[config.mk]
export PLATFORM = sky130hd
export DESIGN_NAME = cla_seq_adder
export DESIGN_NICKNAME = d
export VERILOG_FILES = /design/src/rtl/cla_seq_adder_pkg.sv /design/src/rtl/cla_seq_adder_cla4.sv /design/src/rtl/cla_seq_adder.sv
export SDC_FILE = /design/constraint.sdc
export NUM_CORES = 1
export LEC_CHECK = 0
export BUFFER_PORTS_ARGS = -buffer_cell sky130_fd_sc_hd__buf_2
export CAP_MARGIN = 20
export CORE_MARGIN = 1.5
export CORE_UTILIZATION = 49
export CTS_BUF_LIST = sky130_fd_sc_hd__clkbuf_16
export DETAILED_ROUTE_END_ITERATION = 8
export PLACE_DENSITY = 0.76
export SLEW_MARGIN = 20
export SYNTH_ARGS = -nofsm -noshare
export SYNTH_HDL_FRONTEND = slang
export SYNTH_SLANG_ARGS = --single-unit
[constraint.sdc]
create_clock -name clk -period 2.7 [get_ports clk]
set_input_delay 0.405 -clock clk [delete_from_list [all_inputs] [get_ports clk]]
set_output_delay 0.405 -clock clk [all_outputs]
set_load 0.005 [all_outputs]
[src/rtl/cla_seq_adder_pkg.sv]
// Shared types and constants for the nibble-serial carry-lookahead adder.
package cla_seq_adder_pkg;

  localparam int unsigned NIB_W = 4;

  typedef enum logic [1:0] {
    IDLE = 2'd0,
    RUN  = 2'd1,
    DONE = 2'd2
  } state_t;

endpackage

[src/rtl/cla_seq_adder_cla4.sv]
// 4-bit carry-lookahead slice; purely combinational.
module cla_seq_adder_cla4
  import cla_seq_adder_pkg::*;
(
  input  logic [NIB_W-1:0] a,
  input  logic [NIB_W-1:0] b,
  input  logic             cin,
  output logic [NIB_W-1:0] sum_c,
  output logic             cout_c
);

  logic [NIB_W-1:0] g;
  logic [NIB_W-1:0] p;
  logic [NIB_W:0]   c;

  // Generate/propagate terms and flattened lookahead carries.
  always_comb begin
    g    = a & b;
    p    = a ^ b;
    c[0] = cin;
    c[1] = g[0] | (p[0] & cin);
    c[2] = g[1] | (p[1] & g[0]) | (p[1] & p[0] & cin);
    c[3] = g[2] | (p[2] & g[1]) | (p[2] & p[1] & g[0]) | (p[2] & p[1] & p[0] & cin);
    c[4] = g[3] | (p[3] & g[2]) | (p[3] & p[2] & g[1]) | (p[3] & p[2] & p[1] & g[0])
         | (p[3] & p[2] & p[1] & p[0] & cin);
    sum_c  = p ^ c[NIB_W-1:0];
    cout_c = c[NIB_W];
  end

endmodule

[src/rtl/cla_seq_adder.sv]
// Nibble-serial adder/subtractor: one cla4 slice reused LSB-first with a registered carry.
module cla_seq_adder
  import cla_seq_adder_pkg::*;
#(
  parameter int unsigned WIDTH = 16
) (
  input  logic             clk,
  input  logic             rst,
  input  logic             in_valid,
  output logic             in_ready,
  input  logic [WIDTH-1:0] a,
  input  logic [WIDTH-1:0] b,
  input  logic             cin,
  input  logic             sub,
  output logic             out_valid,
  input  logic             out_ready,
  output logic [WIDTH-1:0] sum,
  output logic             cout,
  output logic             ovf,
  output logic             busy
);

  localparam int unsigned NIB   = WIDTH / NIB_W;
  localparam int unsigned IDX_W = $clog2(NIB);
  localparam logic [IDX_W-1:0] IDX_LAST = IDX_W'(NIB - 1);

  state_t             state;
  state_t             state_next;
  logic [IDX_W-1:0]   idx;
  logic [IDX_W-1:0]   idx_next;
  logic               carry;
  logic               carry_next;
  logic [WIDTH-1:0]   a_reg;
  logic [WIDTH-1:0]   a_next;
  logic [WIDTH-1:0]   beff_reg;
  logic [WIDTH-1:0]   beff_next;
  logic [WIDTH-1:0]   sum_next;
  logic               cout_next;
  logic               ovf_next;

  logic [NIB_W-1:0]   slice_a;
  logic [NIB_W-1:0]   slice_b;
  logic [NIB_W-1:0]   slice_sum;
  logic               slice_cout;

  // Select the current nibble of each operand for the shared slice.
  always_comb begin
    slice_a = a_reg[NIB_W*idx +: NIB_W];
    slice_b = beff_reg[NIB_W*idx +: NIB_W];
  end

  cla_seq_adder_cla4 u_cla4 (
    .a      (slice_a),
    .b      (slice_b),
    .cin    (carry),
    .sum_c  (slice_sum),
    .cout_c (slice_cout)
  );

  // Next-state and datapath next values; everything holds by default.
  always_comb begin
    state_next = state;
    idx_next   = idx;
    carry_next = carry;
    a_next     = a_reg;
    beff_next  = beff_reg;
    sum_next   = sum;
    cout_next  = cout;
    ovf_next   = ovf;
    unique case (state)
      IDLE: begin
        if (in_valid && in_ready) begin
          a_next     = a;
          beff_next  = sub ? ~b : b;
          carry_next = sub ? 1'b1 : cin;
          sum_next   = '0;
          idx_next   = '0;
          state_next = RUN;
        end
      end
      RUN: begin
        sum_next[NIB_W*idx +: NIB_W] = slice_sum;
        carry_next = slice_cout;
        if (idx == IDX_LAST) begin
          idx_next   = '0;
          cout_next  = slice_cout;
          ovf_next   = (a_reg[WIDTH-1] == beff_reg[WIDTH-1]) &
                       (slice_sum[NIB_W-1] != a_reg[WIDTH-1]);
          state_next = DONE;
        end else begin
          idx_next = idx + IDX_W'(1);
        end
      end
      DONE: begin
        if (out_ready) begin
          state_next = IDLE;
        end
      end
      default: begin
        state_next = IDLE;
      end
    endcase
  end

  // State register.
  always_ff @(posedge clk or posedge rst) begin
    if (rst) begin
      state <= IDLE;
    end else begin
      state <= state_next;
    end
  end

  // Datapath registers and handshake flags decoded from the next state.
  always_ff @(posedge clk or posedge rst) begin
    if (rst) begin
      idx       <= '0;
      carry     <= 1'b0;
      a_reg     <= '0;
      beff_reg  <= '0;
      sum       <= '0;
      cout      <= 1'b0;
      ovf       <= 1'b0;
      in_ready  <= 1'b1;
      busy      <= 1'b0;
      out_valid <= 1'b0;
    end else begin
      idx       <= idx_next;
      carry     <= carry_next;
      a_reg     <= a_next;
      beff_reg  <= beff_next;
      sum       <= sum_next;
      cout      <= cout_next;
      ovf       <= ovf_next;
      in_ready  <= (state_next == IDLE);
      busy      <= (state_next != IDLE);
      out_valid <= (state_next == DONE);
    end
  end

endmodule

==> results of run 1 <==
## metal layers
layer,up-vias,routed length [um],global-route usage [%]
li1,1022,-,-
met1,1011,2500,26.0
met2,60,2800,33.3
met3,14,291,4.19
met4,0,92,10.9
met5,-,0,0
## stage by stage
stage	area, um2	util [%]
after detailed placement	3150	57.6
final	3440	62.8
after global placement	3150	57.6
after global routing	3440	62.8
after CTS	3440	62.8
after floorplan	2780	-
## cell usage after synthesis, types with 2 or more instances
library cell / number
dfrtp_1: 57
a21oi_2: 3
nand3_1: 2
a22o_1: 16
inv_1: 5
nor2_1: 22
buf_2: 8
xnor2_1: 18
ha_1: 9
buf_4: 3
a21oi_1: 21
mux4_2: 8
and4_1: 2
nand2_1: 57
o21ai_0: 3
a21o_1: 2
## kinds of logic after synthesis
group           synth area share [%]
compound gates                  12.7
xor+xnor                        5.67
fa+ha+maj                       4.77
buf+inv                         3.06
flops                           52.3
mux                             6.48
simple gates                    15.0
## cell type report
cell class | count | area, um2 | area share (%)
inverter | 5 | 18.8 | 0.546
tap | 72 | 90.1 | 2.62
multi-input combinational | 183 | 1240 | 36.1
timing repair buffer | 64 | 348 | 10.1
clock inverter | 7 | 60.1 | 1.75
sequential | 58 | 1450 | 42.3
clock buffer | 9 | 225 | 6.55
## critical path, stage by stage, from the launching register on
cell and delay (ns):
dfrtp_1 0.38, buf_4 0.19, mux4_2 0.51, ha_1 0.36, o21ai_0 0.16, o21ai_0 0.12, and3_1 0.27, a211o_1 0.28
## power breakdown
part           switching [uW]  total, uW  internal [uW]
combinational            1280       2220            946
clock                     374       1070            700
sequential                232       1490           1260
## worst paths after layout
kind | from | end | slack (ns)
setup reg to reg | idx[0] | ovf | 0.32
setup / recovery | idx[0] | ovf | 0.32
hold reg to reg | a_reg[2] | a_reg[2] | 0.48
min in group clk | a[8] | a_reg[8] | 0.27
hold / removal | rst | ovf | 0.12
max in group asynchronous | rst | in_ready | 2.29
==> flow_metrics.py, run 1 <==
metrics = {
    "drt": {
        "drcViolationCount": 0,
        "routed_wl_mm": 5.68,
        "avgViaCountPerCell": 5.29,
        "drtPass1Iterations": 4,
        "detail_route.wl_per_cell_um": 14.3,
        "drtAntennaViolNets": 0,
        "vias": 2107,
        "drt_iter0_drc": 114,
    },
    "synth": {
        "synth_seq_cells": 58,
        "synth_edf_count": 0,
        "synth_nets": 306,
        "ys_seq_area_share_pct": 52.3,
        "synthArstFlopShare_pct": 100,
        "synthCells": 258,
        "ys_types": 38,
        "syn_area_per_cell_um2": 10.8,
        "synth_area_um2": 2780,
        "synth_area_leader_cell": "dfrtp_1",
        "yosysWarningCount": 0,
        "synthDominantCellAreaShare_pct": 51.3,
        "synth_ff_type": "dfrtp_1",
        "synthTopCellsByArea": "dfrtp_1 (51%), nand2_1 (7.7%), mux4_2 (6.5%)",
    },
    "final_layout": {
        "final_common_cell": "buf_2",
        "num_antenna_cells": 0,
        "nets": 369,
        "final_cells": 398,
        "flow.area_growth_from_synthesis_pct": 23.6,
        "fillers": 454,
        "drive_above_1_share_pct": 29.1,
        "final_cell_mix": "buf_2 (58), nand2_1 (57), dfrtp_1 (57)",
    },
    "grt": {
        "grt.overflow.total": 0,
        "antenna_found_initial": 0,
        "grt_pass1_wl_mm": 9.58,
        "grtUsageTotal_pct": 20.6,
        "grt_max_degree": 59,
        "grt_pass1_vias": 2033,
    },
    "timing": {
        "min_period_ns": 2.38,
        "rsz0062_at_grt": "false",
        "fmax_ghz": 0.419,
        "tightest_slew_ns": 0.649,
        "slew_viol_final": 0,
        "min_period_over_period_pct": 88.3,
        "setup_violations": 0,
        "setup-tns-final_ns": 0,
        "hold_violations": 0,
        "slew_headroom_pct": 56.6,
        "hold_ws_ns": 0.122,
        "finClkSkew_ns": 0.00320,
        "fin_ws_ns": 0.316,
    },
    "floorplan": {
        "fp.dieH_um": 78.3,
        "dieArea_um2": 6130,
        "ioPinCount": 59,
        "die_x_um": 78.3,
        "core_um2": 5470,
        "initial_utilization_pct": 50.8,
        "row_count": 27,
    },
    "min_path": {
        "hold_path_class": "input pin to asynchronous set/reset pin",
    },
    "clocking": {
        "clk_pin_slew_worst_paths_ns": 0.05,
        "cts_root_buf": "clkbuf_16",
        "clk_latency_ns": 0.32,
        "tritoncts": "built",
        "numCtsBuffers": 9,
        "cts_resized": 0,
        "post-cts-setup-buffers": 0,
        "cts_hold_buf": 0,
        "clock_path_buffers": 2,
        "cts_sinks": 58,
        "htreeDepth": 3,
    },
    "placed_design": {
        "pre_cts_slack_ns": 0.329,
        "place.gp.congestion": 0.836,
        "place_inst": 382,
        "portBuffers": 58,
        "post-dp-hpwl_mm": 4.05,
    },
    "worst_setup_path": {
        "arrival_ns": 2.59,
        "r2r_cells": 7,
        "worstSetupEndpointType": "flip-flop",
        "cp-start-kind": "flip-flop",
        "required_ns": 2.91,
        "critPathKind": "flip-flop to flip-flop",
        "crit_fanout": 6,
    },
    "flow_run": {
        "drv_cap": 0,
    },
    "pwr": {
        "power_density_nw_per_um2": 1390,
        "p_leak_uw": 0.00171,
        "irDropWorstVdd_uv": 710,
        "p_total_uw": 4790,
    },
    "outcome": {
        "status": "complete, no violations",
    },
}
Note: power is estimated with default switching activity, not from simulation.
==> run 2, diff against run 1 <==
BUFFER_PORTS_ARGS = -buffer_cell sky130_fd_sc_hd__buf_4   (was -buffer_cell sky130_fd_sc_hd__buf_2)
==> flow_metrics.py, run 2 (same netlist as run 1, synthesis figures left out) <==
metrics = {
    "clocking": {
        "cts_sinks": 58,
        "numCtsBuffers": 9,
        "cts_root_buf": "clkbuf_16",
        "cts_hold_buf": 0,
        "post-cts-setup-buffers": 0,
        "tritoncts": "built",
        "htreeDepth": 3,
        "clock_path_buffers": 2,
        "clk_latency_ns": 0.32,
        "cts_resized": 0,
        "clk_pin_slew_worst_paths_ns": 0.05,
    },
    "grt": {
        "grt_pass1_vias": 1982,
        "grt_pass1_wl_mm": 9.36,
        "antenna_found_initial": 0,
        "grtUsageTotal_pct": 19.9,
        "grt.overflow.total": 0,
        "grt_max_degree": 33,
    },
    "flow_run": {
        "drv_cap": 0,
    },
    "timing": {
        "min_period_ns": 2.49,
        "fmax_ghz": 0.402,
        "finClkSkew_ns": 0.00644,
        "slew_viol_final": 0,
        "rsz0062_at_grt": "false",
        "tightest_slew_ns": 0.804,
        "min_period_over_period_pct": 92.2,
        "setup_violations": 0,
        "slew_headroom_pct": 46.3,
        "hold_violations": 0,
        "setup-tns-final_ns": 0,
    },
    "final_layout": {
        "final_cell_mix": "buf_4 (62), nand2_1 (57), dfrtp_1 (57)",
        "multi_input_area_um2": 1240,
        "regArea_um2": 1450,
        "flow.area_growth_from_synthesis_pct": 27.5,
        "drive_above_1_share_pct": 28.3,
        "fillers": 468,
        "nets": 368,
        "final_common_cell": "buf_4",
        "num_antenna_cells": 0,
        "design_area_um2": 3540,
    },
    "worst_setup_path": {
        "required_ns": 2.90,
        "crit_fanout": 7,
        "arrival_ns": 2.69,
        "critPathKind": "flip-flop to flip-flop",
        "cp-start-kind": "flip-flop",
        "worstSetupEndpointType": "flip-flop",
    },
    "floorplan": {
        "core_um2": 5470,
        "row_count": 27,
        "dieArea_um2": 6130,
        "die_x_um": 78.3,
        "initial_utilization_pct": 50.8,
        "ioPinCount": 59,
        "fp.dieH_um": 78.3,
    },
    "pwr": {
        "power_density_nw_per_um2": 1320,
        "p_leak_uw": 0.00174,
        "irDropWorstVdd_uv": 757,
    },
    "drt": {
        "routed_wl_mm": 5.59,
        "vias": 2044,
        "drcViolationCount": 0,
        "avgViaCountPerCell": 5.15,
        "drtPass1Iterations": 5,
        "drtAntennaViolNets": 0,
        "detail_route.wl_per_cell_um": 14.1,
        "drt_iter0_drc": 101,
    },
    "outcome": {
        "status": "complete, no violations",
    },
    "placed_design": {
        "dpl_cell_area_um2": 3290,
        "portBuffers": 58,
        "place.gp.congestion": 0.818,
        "post-dp-hpwl_mm": 4.11,
    },
    "min_path": {
        "hold_path_class": "input pin to asynchronous set/reset pin",
    },
}
==> run 2: cell types whose count changed in the layout (fill, tap and decap cells not counted), sizes merged <==
cell,delta
buf,-1
bufinv,-1
clkinv,-1
clkinvlp,-1
inv,+3
==> run 2: cell type report <==
cell class | instances | area share [%]
multi-input cells | 183 | 35.0
well taps | 72 | 2.54
repair buffers | 63 | 13.7
flip-flops and latches | 58 | 41.0
clock inverters | 7 | 0.847
inverters | 5 | 0.530
clock buffers | 9 | 6.36
==> run 2: through the flow <==
stage	total power (uW)	hold WS, ns	worst slack, ns	util [%]	instances
detailed placement	3740	0.459	0.209	60.1	381
CTS	4710	0.207	0.201	64.7	397
global route	5050	0.223	0.0571	64.7	397
global placement	3660	0.456	0.251	60.1	381
floorplan	3050	0.440	0.162	-	258
finish	4670	0.177	0.211	64.7	397
==> run 2: critical path, stage by stage, from the launching register on <==
cell and delay, ns:
dfrtp_1 0.51, mux4_2 0.60, ha_1 0.35, a211oi_1 0.23, o21ai_0 0.15, and3_1 0.26, a211o_1 0.27
==> run 2: path summary, 6_finish.rpt <==
check                          start         to  cells after the start  slack (ns)
max in group asynchronous        rst   in_ready                      3        1.88
min in group clk                a[3]   a_reg[3]                      3        0.27
min                              rst       cout                      2        0.18
max reg2reg                   idx[0]        ovf                      6        0.21
max                           idx[0]        ovf                      6        0.21
min reg2reg                a_reg[13]  a_reg[13]                      2        0.47
==> run 2: where the power goes <==
group	internal (uW)	switching, uW	total [uW]
clock network	598	349	948
registers	1260	257	1520
logic	1000	1200	2200
==> run 2: per-layer routing <==
metal	wire length (um)	track usage, %	vias to the layer above
met5	0	0	-
met4	66	9.64	0
met3	330	4.65	6
met2	2650	30.4	66
met1	2550	26.8	956
li1	-	-	1016
==> run 3, diff against run 2 <==
CORE_UTILIZATION = 55   (was 49)
PLACE_DENSITY = 0.8   (was 0.76)
RECOVER_POWER = 100   (was unset)
clock period = 3 ns   (was 2.7 ns; I/O delays follow)
==> flow_metrics.py, run 3 (same netlist as run 1, synthesis figures left out) <==
metrics = {
    "placed_design": {
        "dpl_cell_area_um2": 3270,
        "portBuffers": 58,
        "place.gp.congestion": 0.855,
        "place_inst": 376,
        "post-dp-hpwl_mm": 3.97,
    },
    "outcome": {
        "status": "complete, no violations",
    },
    "final_layout": {
        "design_area_um2": 3510,
        "flow.area_growth_from_synthesis_pct": 26.2,
        "fillers": 368,
        "drive_above_1_share_pct": 26.2,
        "final_cell_mix": "nand2_1 (58), dfrtp_1 (57), buf_4 (40)",
        "multi_input_area_um2": 1230,
        "num_antenna_cells": 0,
        "nets": 368,
        "final_cells": 392,
        "final_common_cell": "nand2_1",
        "post-route-util_pct": 73.3,
        "regArea_um2": 1450,
    },
    "min_path": {
        "hold_path_class": "input pin to asynchronous set/reset pin",
    },
    "drt": {
        "routed_wl_mm": 5.80,
        "drt_iter0_drc": 145,
        "drcViolationCount": 0,
        "vias": 2129,
        "drtPass1Iterations": 4,
        "drtAntennaViolNets": 0,
        "avgViaCountPerCell": 5.43,
        "detail_route.wl_per_cell_um": 14.8,
    },
    "clocking": {
        "post-cts-setup-buffers": 0,
        "cts_resized": 0,
        "clock_path_buffers": 2,
        "numCtsBuffers": 9,
        "htreeDepth": 3,
        "tritoncts": "built",
        "cts_sinks": 58,
        "clk_latency_ns": 0.32,
        "cts_hold_buf": 0,
        "clk_pin_slew_worst_paths_ns": 0.05,
        "cts_root_buf": "clkbuf_16",
    },
    "floorplan": {
        "initial_utilization_pct": 58.1,
        "die_x_um": 74.1,
        "dieArea_um2": 5490,
        "core_um2": 4790,
        "row_count": 25,
        "ioPinCount": 59,
        "fp.dieH_um": 74.1,
    },
    "timing": {
        "slew_headroom_pct": 41.4,
        "finClkSkew_ns": 0.00655,
        "slew_viol_final": 0,
        "hold_violations": 0,
        "min_period_ns": 2.69,
        "setup-tns-final_ns": 0,
        "setup_violations": 0,
        "tightest_slew_ns": 0.879,
        "fmax_ghz": 0.372,
        "rsz0062_at_grt": "false",
        "min_period_over_period_pct": 89.5,
    },
    "worst_setup_path": {
        "worstSetupEndpointType": "flip-flop",
        "critPathKind": "flip-flop to flip-flop",
        "path_delay_family": "compound AO/OA/AOI/OAI gates",
        "cpPeakStageDelay_ns": 0.64,
        "cp-start-kind": "flip-flop",
        "path_cells": "mux4_2, ha_1, a211oi_1, o21ai_0, and3_1, a211o_1",
        "worst-path-buf-inv": 0,
        "crit_fanout": 8,
        "required_ns": 3.20,
        "cpMaxStageDelayCell": "dfrtp_1",
        "arrival_ns": 2.89,
    },
    "pwr": {
        "irDropWorstVdd_uv": 860,
        "power_density_nw_per_um2": 1210,
        "p_total_uw": 4230,
        "p_leak_uw": 0.00171,
    },
    "grt": {
        "grt_max_degree": 37,
        "grt_pass1_vias": 2125,
        "grtUsageTotal_pct": 23.5,
        "grt_pass1_wl_mm": 9.42,
        "antenna_found_initial": 0,
        "grt.overflow.total": 0,
    },
    "flow_run": {
        "drv_cap": 0,
    },
}
[run 3: changes by cell type in the layout (fill, tap and decap cells not counted), sizes merged]
cell    delta
buf       -23
clkbuf    +23
clkinv     +1
inv        -1
[run 3: path summary, 6_finish.rpt]
path	from	endpoint	slack [ns]	depth (start not counted)
worst max-delay path	idx[0]	ovf	0.31	6
worst min-delay path	rst	sum[13]	0.29	2
worst max register to register	idx[0]	ovf	0.31	6
worst min register to register	a_reg[1]	a_reg[1]	0.48	2
max in group asynchronous	rst	ovf	1.37	3
min in group clk	a[10]	a_reg[10]	0.32	3
[run 3: power breakdown]
part	switching, uW	internal (uW)	total (uW)
clock network	322	538	860
logic	1120	884	2010
registers	235	1130	1360
[run 3: metal layers]
layer | vias up | routed length, um | GRT usage (%)
met1 | 1030 | 2450 | 28.4
met2 | 69 | 2960 | 39.7
met4 | 0 | 125 | 10.7
li1 | 1019 | - | -
met5 | - | 0 | 0
met3 | 11 | 268 | 5.96
[run 3: through the flow]
stage / hold WS [ns] / setup WS (ns)
5_1_grt: 0.317 / 0.174
2_1_floorplan: 0.440 / 0.462
4_1_cts: 0.155 / 0.321
3_5_place_dp: 0.463 / 0.386
3_3_place_gp: 0.454 / 0.422
6_report: 0.289 / 0.314
[run 3: worst reg2reg max path, stage by stage, from the launching register on]
cell	delay, ns
dfrtp_1	0.64
mux4_2	0.64
ha_1	0.36
a211oi_1	0.23
o21ai_0	0.15
and3_1	0.27
a211o_1	0.27
[run 3: layout make-up]
class | count | share of cell area [%]
Timing Repair Buffer | 63 | 13.2
Multi-Input combinational cell | 183 | 35.2
Tap cell | 67 | 2.39
Clock inverter | 7 | 0.820
Inverter | 5 | 0.535
Clock buffer | 9 | 6.42
Sequential cell | 58 | 41.4
